[config.mk]
export PLATFORM = sky130hd
export DESIGN_NAME = seg_capture
export DESIGN_NICKNAME = d
export VERILOG_FILES = /design/src/rtl/seg_pkg.sv /design/src/rtl/seg_pattern_decoder.sv /design/src/rtl/seg_capture.sv
export SDC_FILE = /design/constraint.sdc
export NUM_CORES = 1
export LEC_CHECK = 0
export CAP_MARGIN = 10
export CORE_MARGIN = 8
export CORE_UTILIZATION = 40
export CTS_BUF_LIST = sky130_fd_sc_hd__clkbuf_2 sky130_fd_sc_hd__clkbuf_4 sky130_fd_sc_hd__clkbuf_8
export DETAILED_ROUTE_END_ITERATION = 8
export DONT_BUFFER_PORTS = 1
export HOLD_SLACK_MARGIN = 0.03
export SYNTH_ARGS = -nofsm -noshare
export SYNTH_HDL_FRONTEND = slang
export SYNTH_SLANG_ARGS = --single-unit
[constraint.sdc]
create_clock -name clk -period 5.5 [get_ports clk]
set_clock_uncertainty 0.1 [all_clocks]
set_input_delay 0.825 -clock clk [delete_from_list [all_inputs] [get_ports clk]]
set_output_delay 0.825 -clock clk [all_outputs]
set_load 0.05 [all_outputs]
[src/rtl/seg_pkg.sv]
// rtl/seg_pkg.sv - shared constants, types and helpers for the seven-segment scan path
package seg_pkg;

    localparam int NUM_DIGITS = 6;

    // Active-high g..a patterns for 0-F; the scan bus carries the complement.
    localparam logic [6:0] HEX_SEG [16] = '{
        7'h3F, 7'h06, 7'h5B, 7'h4F, 7'h66, 7'h6D, 7'h7D, 7'h07,
        7'h7F, 7'h6F, 7'h77, 7'h7C, 7'h39, 7'h5E, 7'h79, 7'h71
    };

    localparam logic [6:0] BLANK_RAW = 7'h7F;

    typedef enum logic [1:0] {
        ST_IDLE,
        ST_SETTLE,
        ST_HOLD
    } cap_state_e;

    function automatic logic sel_legal(input logic [NUM_DIGITS-1:0] sel_n);
        int unsigned lows;
        lows = 0;
        for (int i = 0; i < NUM_DIGITS; i++) begin
            if (!sel_n[i]) lows++;
        end
        return lows == 1;
    endfunction

    function automatic logic [2:0] sel_index(input logic [NUM_DIGITS-1:0] sel_n);
        logic [2:0] idx;
        idx = 3'd0;
        for (int i = 0; i < NUM_DIGITS; i++) begin
            if (!sel_n[i]) idx = 3'(i);
        end
        return idx;
    endfunction

endpackage

[src/rtl/seg_pattern_decoder.sv]
// rtl/seg_pattern_decoder.sv - active-high 7-segment pattern back to a hex value
module seg_pattern_decoder
    import seg_pkg::*;
(
    input  logic [6:0] seg,
    output logic       hit,
    output logic [3:0] value
);

    always_comb begin
        hit   = 1'b0;
        value = 4'd0;
        for (int i = 0; i < 16; i++) begin
            if (seg == HEX_SEG[i]) begin
                hit   = 1'b1;
                value = 4'(i);
            end
        end
    end

endmodule

[src/rtl/seg_capture.sv]
// rtl/seg_capture.sv - scan bus monitor assembling captured digits into published frames
module seg_capture
    import seg_pkg::*;
#(
    parameter int SETTLE_CYCLES  = 4,
    parameter int STABLE_FRAMES  = 2,
    parameter int TIMEOUT_CYCLES = 1_000_000
) (
    input  logic        clk,
    input  logic        rst_n,
    input  logic [5:0]  seg_sel,
    input  logic [7:0]  seg_data,
    input  logic        clr,
    output logic [23:0] digits,
    output logic [5:0]  dp,
    output logic [5:0]  blank,
    output logic [5:0]  err,
    output logic        frame_done,
    output logic        valid
);

    localparam logic [7:0]  SETTLE_N  = 8'(SETTLE_CYCLES);
    localparam logic [3:0]  STABLE_N  = 4'(STABLE_FRAMES);
    localparam logic [23:0] TIMEOUT_N = 24'(TIMEOUT_CYCLES);

    logic [5:0]  sel_q;
    logic [7:0]  data_q;

    cap_state_e  state_q, state_d;
    logic [7:0]  cnt_q, cnt_d;
    logic [5:0]  cur_sel_q, cur_sel_d;

    logic        sel_ok, sel_changed, capture;
    logic [7:0]  cnt_inc;
    logic [2:0]  idx;
    logic        dec_hit;
    logic [3:0]  dec_val;
    logic        cap_blank, cap_err;
    logic [3:0]  cap_val;

    logic [23:0] sh_digits_q, sh_digits_d;
    logic [5:0]  sh_dp_q, sh_dp_d, sh_blank_q, sh_blank_d, sh_err_q, sh_err_d;
    logic [5:0]  seen_q, seen_d;
    logic [23:0] digits_q, digits_d;
    logic [5:0]  dp_q, dp_d, blank_q, blank_d, err_q, err_d;
    logic        frame_done_q, frame_done_d, valid_q, valid_d;
    logic [3:0]  stable_q, stable_d;
    logic [23:0] tmr_q, tmr_d;
    logic        publish, same;

    // Pins are registered once; everything downstream sees only these copies.
    always_ff @(posedge clk or negedge rst_n) begin
        if (!rst_n) begin
            sel_q  <= '1;
            data_q <= '1;
        end else begin
            sel_q  <= seg_sel;
            data_q <= seg_data;
        end
    end

    assign sel_ok      = sel_legal(sel_q);
    assign sel_changed = (sel_q != cur_sel_q);
    assign cnt_inc     = cnt_q + 8'd1;
    assign idx         = sel_index(sel_q);

    always_ff @(posedge clk or negedge rst_n) begin
        if (!rst_n) begin
            state_q   <= ST_IDLE;
            cnt_q     <= 8'd0;
            cur_sel_q <= '1;
        end else begin
            state_q   <= state_d;
            cnt_q     <= cnt_d;
            cur_sel_q <= cur_sel_d;
        end
    end

    always_comb begin
        state_d   = state_q;
        cnt_d     = cnt_q;
        cur_sel_d = cur_sel_q;
        if (clr) begin
            state_d   = ST_IDLE;
            cnt_d     = 8'd0;
            cur_sel_d = '1;
        end else begin
            case (state_q)
                ST_IDLE: begin
                    cnt_d = 8'd0;
                    if (sel_ok) begin
                        state_d   = ST_SETTLE;
                        cur_sel_d = sel_q;
                    end
                end
                ST_SETTLE, ST_HOLD: begin
                    if (sel_changed) begin
                        cnt_d     = 8'd0;
                        cur_sel_d = sel_q;
                        state_d   = sel_ok ? ST_SETTLE : ST_IDLE;
                    end else if (state_q == ST_SETTLE) begin
                        if (capture) begin
                            state_d = ST_HOLD;
                            cnt_d   = 8'd0;
                        end else begin
                            cnt_d = cnt_inc;
                        end
                    end
                end
                default: state_d = ST_IDLE;
            endcase
        end
    end

    always_comb begin
        capture = (state_q == ST_SETTLE) && !sel_changed && (cnt_inc == SETTLE_N);
    end

    seg_pattern_decoder u_dec (
        .seg   (~data_q[6:0]),
        .hit   (dec_hit),
        .value (dec_val)
    );

    assign cap_blank = (data_q[6:0] == BLANK_RAW);
    assign cap_err   = !dec_hit && !cap_blank;
    assign cap_val   = dec_hit ? dec_val : 4'd0;

    always_comb begin
        sh_digits_d  = sh_digits_q;
        sh_dp_d      = sh_dp_q;
        sh_blank_d   = sh_blank_q;
        sh_err_d     = sh_err_q;
        seen_d       = seen_q;
        digits_d     = digits_q;
        dp_d         = dp_q;
        blank_d      = blank_q;
        err_d        = err_q;
        frame_done_d = 1'b0;
        stable_d     = stable_q;
        tmr_d        = tmr_q;
        valid_d      = 1'b0;
        publish      = 1'b0;
        same         = 1'b0;

        if (capture) begin
            sh_digits_d[{idx, 2'b00} +: 4] = cap_val;
            sh_dp_d[idx]    = ~data_q[7];
            sh_blank_d[idx] = cap_blank;
            sh_err_d[idx]   = cap_err;
            seen_d[idx]     = 1'b1;
        end

        // The sixth capture publishes on the same edge, so a publish always beats expiry.
        publish = (seen_d == '1);
        same    = ({sh_digits_d, sh_dp_d, sh_blank_d, sh_err_d} ==
                   {digits_q, dp_q, blank_q, err_q});
        if (publish) begin
            digits_d     = sh_digits_d;
            dp_d         = sh_dp_d;
            blank_d      = sh_blank_d;
            err_d        = sh_err_d;
            frame_done_d = 1'b1;
            seen_d       = '0;
            tmr_d        = 24'd0;
            if (!same)                stable_d = 4'd1;
            else if (stable_q != 4'hF) stable_d = stable_q + 4'd1;
        end else begin
            if (tmr_q != TIMEOUT_N) tmr_d = tmr_q + 24'd1;
            if (tmr_d == TIMEOUT_N) stable_d = 4'd0;
        end
        valid_d = (stable_d >= STABLE_N) && (tmr_d != TIMEOUT_N);

        if (clr) begin
            sh_digits_d  = '0;
            sh_dp_d      = '0;
            sh_blank_d   = '0;
            sh_err_d     = '0;
            seen_d       = '0;
            digits_d     = '0;
            dp_d         = '0;
            blank_d      = '0;
            err_d        = '0;
            frame_done_d = 1'b0;
            stable_d     = 4'd0;
            tmr_d        = 24'd0;
            valid_d      = 1'b0;
        end
    end

    always_ff @(posedge clk or negedge rst_n) begin
        if (!rst_n) begin
            sh_digits_q  <= '0;
            sh_dp_q      <= '0;
            sh_blank_q   <= '0;
            sh_err_q     <= '0;
            seen_q       <= '0;
            digits_q     <= '0;
            dp_q         <= '0;
            blank_q      <= '0;
            err_q        <= '0;
            frame_done_q <= 1'b0;
            valid_q      <= 1'b0;
            stable_q     <= 4'd0;
            tmr_q        <= 24'd0;
        end else begin
            sh_digits_q  <= sh_digits_d;
            sh_dp_q      <= sh_dp_d;
            sh_blank_q   <= sh_blank_d;
            sh_err_q     <= sh_err_d;
            seen_q       <= seen_d;
            digits_q     <= digits_d;
            dp_q         <= dp_d;
            blank_q      <= blank_d;
            err_q        <= err_d;
            frame_done_q <= frame_done_d;
            valid_q      <= valid_d;
            stable_q     <= stable_d;
            tmr_q        <= tmr_d;
        end
    end

    assign digits     = digits_q;
    assign dp         = dp_q;
    assign blank      = blank_q;
    assign err        = err_q;
    assign frame_done = frame_done_q;
    assign valid      = valid_q;

endmodule

==> results.cfg <==
[detailed_routing]
drc = 0
antenna_left = 0
vias = 6553
wl_um = 22210
via_per_inst = 5.544
drt_iter0_markers = 395
routedWlPerCell_um = 18.79
dr.pass1.iters = 5

[global_routing]
grt_first_pass_wirelength_um = 35960
grtUsageTotal = 0.1719
antenna_found_initial = 0
grt_overflow = 0
grt_max_degree = 131
grt_pass1_vias = 6446

[timing]
rsz0062_at_grt = false
finalHoldViolCount = 0
tightest_slew_ns = 0.8467
slew_viol_final = 0
setup_viol = 0
finalCritPeriodShare = 0.8668
relSlewSlack = 0.4343
tns_ns = 0
fin_crit_ns = 4.768
fmax_mhz = 209.7

[yosys]
synth_top_cell_area_share = 0.3780
netlist_instances = 920
syn_area_um2 = 8606
synth_fp_nets = 956
avgSynthCellArea_um2 = 9.354
yosysTopAreaCell = dfrtp_1
ys_async_sr_fraction = 1.000
seq_area_frac_synth = 0.4391
synth_warnings = 0
ys.flop_type = dfrtp_1
synth_edf_count = 0
ys_ff_latch = 150
synth.area.top_cells = dfrtp_1 (38%), nor2_1 (7.7%), dfstp_2 (6.1%)
synth.distinct_cells = 79

[power]
powerDensity_nw_per_um2 = 247.7
fin_total_pwr_mw = 2.291
max-vdd-ir-drop_uv = 145.3
power_leakage_nw = 3.791

[die]
initial_utilization = 0.4081
die_h_um = 162.7
row_count = 53
die_x_um = 162.7
die_area_um2 = 26460
ios = 61
core_um2 = 21090

[place]
io_buffers = 0
gp_congestion = 0.8727
place_hpwl_um = 15600

[run_status]
status = complete, no violations

[critical_path]
worstPathRequired_ns = 5.77
critPathMaxFanout = 11
cp-end-kind = flop
crit_type = reg -> reg
start_kind = flop
r2r_slack_ns = 0.73
arrival_ns = 5.04

[cts]
clk_latency_ns = 0.45
cts.clk_slew.worst_paths_ns = 0.08
cts_resized = 0
cts.sinks = 150
root_buffer = clkbuf_8
cts_buffer_depth = 2
cts_buffers = 17
htree_levels = 4
post_cts_buffers = 0
cts_tree = done

[cells_and_area]
syn_to_final_growth_pct = 7.459
n_antenna_cell = 0
nets = 933
drive_gt1_frac = 0.1014

[worst_hold_path]
worstHoldPathType = in -> async

[run]
cap_violations = 0
[registers in the layout (all words and copies together) (netlist names), 8 cells and up]
signal	flops
data_q	8
tmr_q	24
sh_digits_q	24
cnt_q	8
digits	24
[critical path, stage by stage (launching register included)]
cell and delay [ns]:
dfstp_2 0.66, inv_1 0.11, o21ai_0 0.38, and2_1 0.25, ha_1 0.17, ha_1 0.30, nor2_1 0.14, nand3_1 0.09
nor2_1 0.36, mux2i_1 0.39, xnor2_1 0.10, or4_1 0.52, nor4_2 0.44, nand3_2 0.19, a211o_1 0.33, a31oi_1 0.16
[report_power, final]
group          internal [mW]  switching (mW)
logic                 0.0834           0.140
clock network          0.476           0.423
registers               1.14          0.0316
total                   1.70           0.595
[metal layers]
| layer | share of wire | global-route usage | vias to the layer above |
|---|---|---|---|
| met4 | 0.021 | 0.06214 | 0 |
| met3 | 0.049 | 0.04474 | 27 |
| li1 | - | - | 3200 |
| met5 | 0 | 0 | - |
| met2 | 0.48 | 0.2790 | 106 |
| met1 | 0.45 | 0.2175 | 3220 |
[cell usage after synthesis, drive strengths merged, types with 20 or more instances]
library cell and n:
a211oi 37, a21oi 36, clkbuf 45, dfrtp 130
dfstp 20, inv 25, mux2i 33, nand2 45
nand3 22, nor2 178, o21ai 20, xnor2 48
xor2 37
[worst paths after layout]
| kind | start | endpoint | cells after the start |
|---|---|---|---|
| worst max-delay path | sel_q[3] | valid | 15 |
| worst min-delay path | rst_n | sel_q[4] | 0 |
| worst max register to register | sel_q[3] | valid | 15 |
| worst min register to register | cnt_q[7] | cnt_q[7] | 1 |
| max in group asynchronous | rst_n | sh_blank_q[2] | 1 |
| min in group clk | seg_data[2] | data_q[2] | 0 |
[per-stage QoR]
step	setup slack, ns	cell area, µm²	std cells	util	hold slack [ns]
after detailed placement	0.7486	8818	1152	0.4182	0.3911
after CTS	0.7249	9248	1182	0.4385	0.08707
after global placement	0.8529	8818	1152	0.4182	0.3874
after global routing	0.2983	9248	1182	0.4385	0.07977
final	0.7323	9248	1182	0.4385	0.1168
after floorplan	1.220	8606	920	-	0.3651
[cells by family (layout without fill, tap and decap cells)]
family	count (synthesis)	after routing	synth area share
and+or+nand+nor	388	388	0.2281
AOI/OAI and AO/OA	164	164	0.1375
DFF	150	150	0.4391
xor gates and xnor gates	85	85	0.08738
buffers and inverters	76	63	0.03388
muxes	38	38	0.04638
adders and majority gates	19	19	0.02762
[layout make-up]
| class | instances | area [µm²] |
|---|---|---|
| clock inverters | 9 | 126.4 |
| clock buffers | 20 | 275.3 |
| repair buffers | 9 | 87.58 |
| well taps | 275 | 344.1 |
| flip-flops and latches | 150 | 3779 |
| fillers | 2091 | 11840 |
| inverters | 25 | 93.84 |
| multi-input cells | 694 | 4542 |
[placed cells by master (no fill, tap or decap), types with 5 or more instances in the layout]
cell type  count
o211ai_1       9
or3_1          5
nor2b_1       11
nand2b_1       9
clkbuf_8      20
mux2i_1       32
inv_1         25
buf_4          8
nand3_1       21
and4_1         8
a21oi_1       35
nand2_1       44
a211oi_1      37
mux2_2         5
dfstp_2       20
and3_1         7
xor2_1        37
or2_2          8
nor3_1        18
o21ai_0       20
or4_1          9
dfrtp_1      130
xnor2_1       47
a31oi_1        6
nor2_1       176
nand4_1       17
and2_1        10
nor3b_1       10
nor4_1         8
ha_1          19
[timing repair]
item,CTS,global route
hold buffers,1,0
endpoints found under the setup margin,0,0
endpoints found under the hold margin,130,0
(Power assumes the default switching activity.)
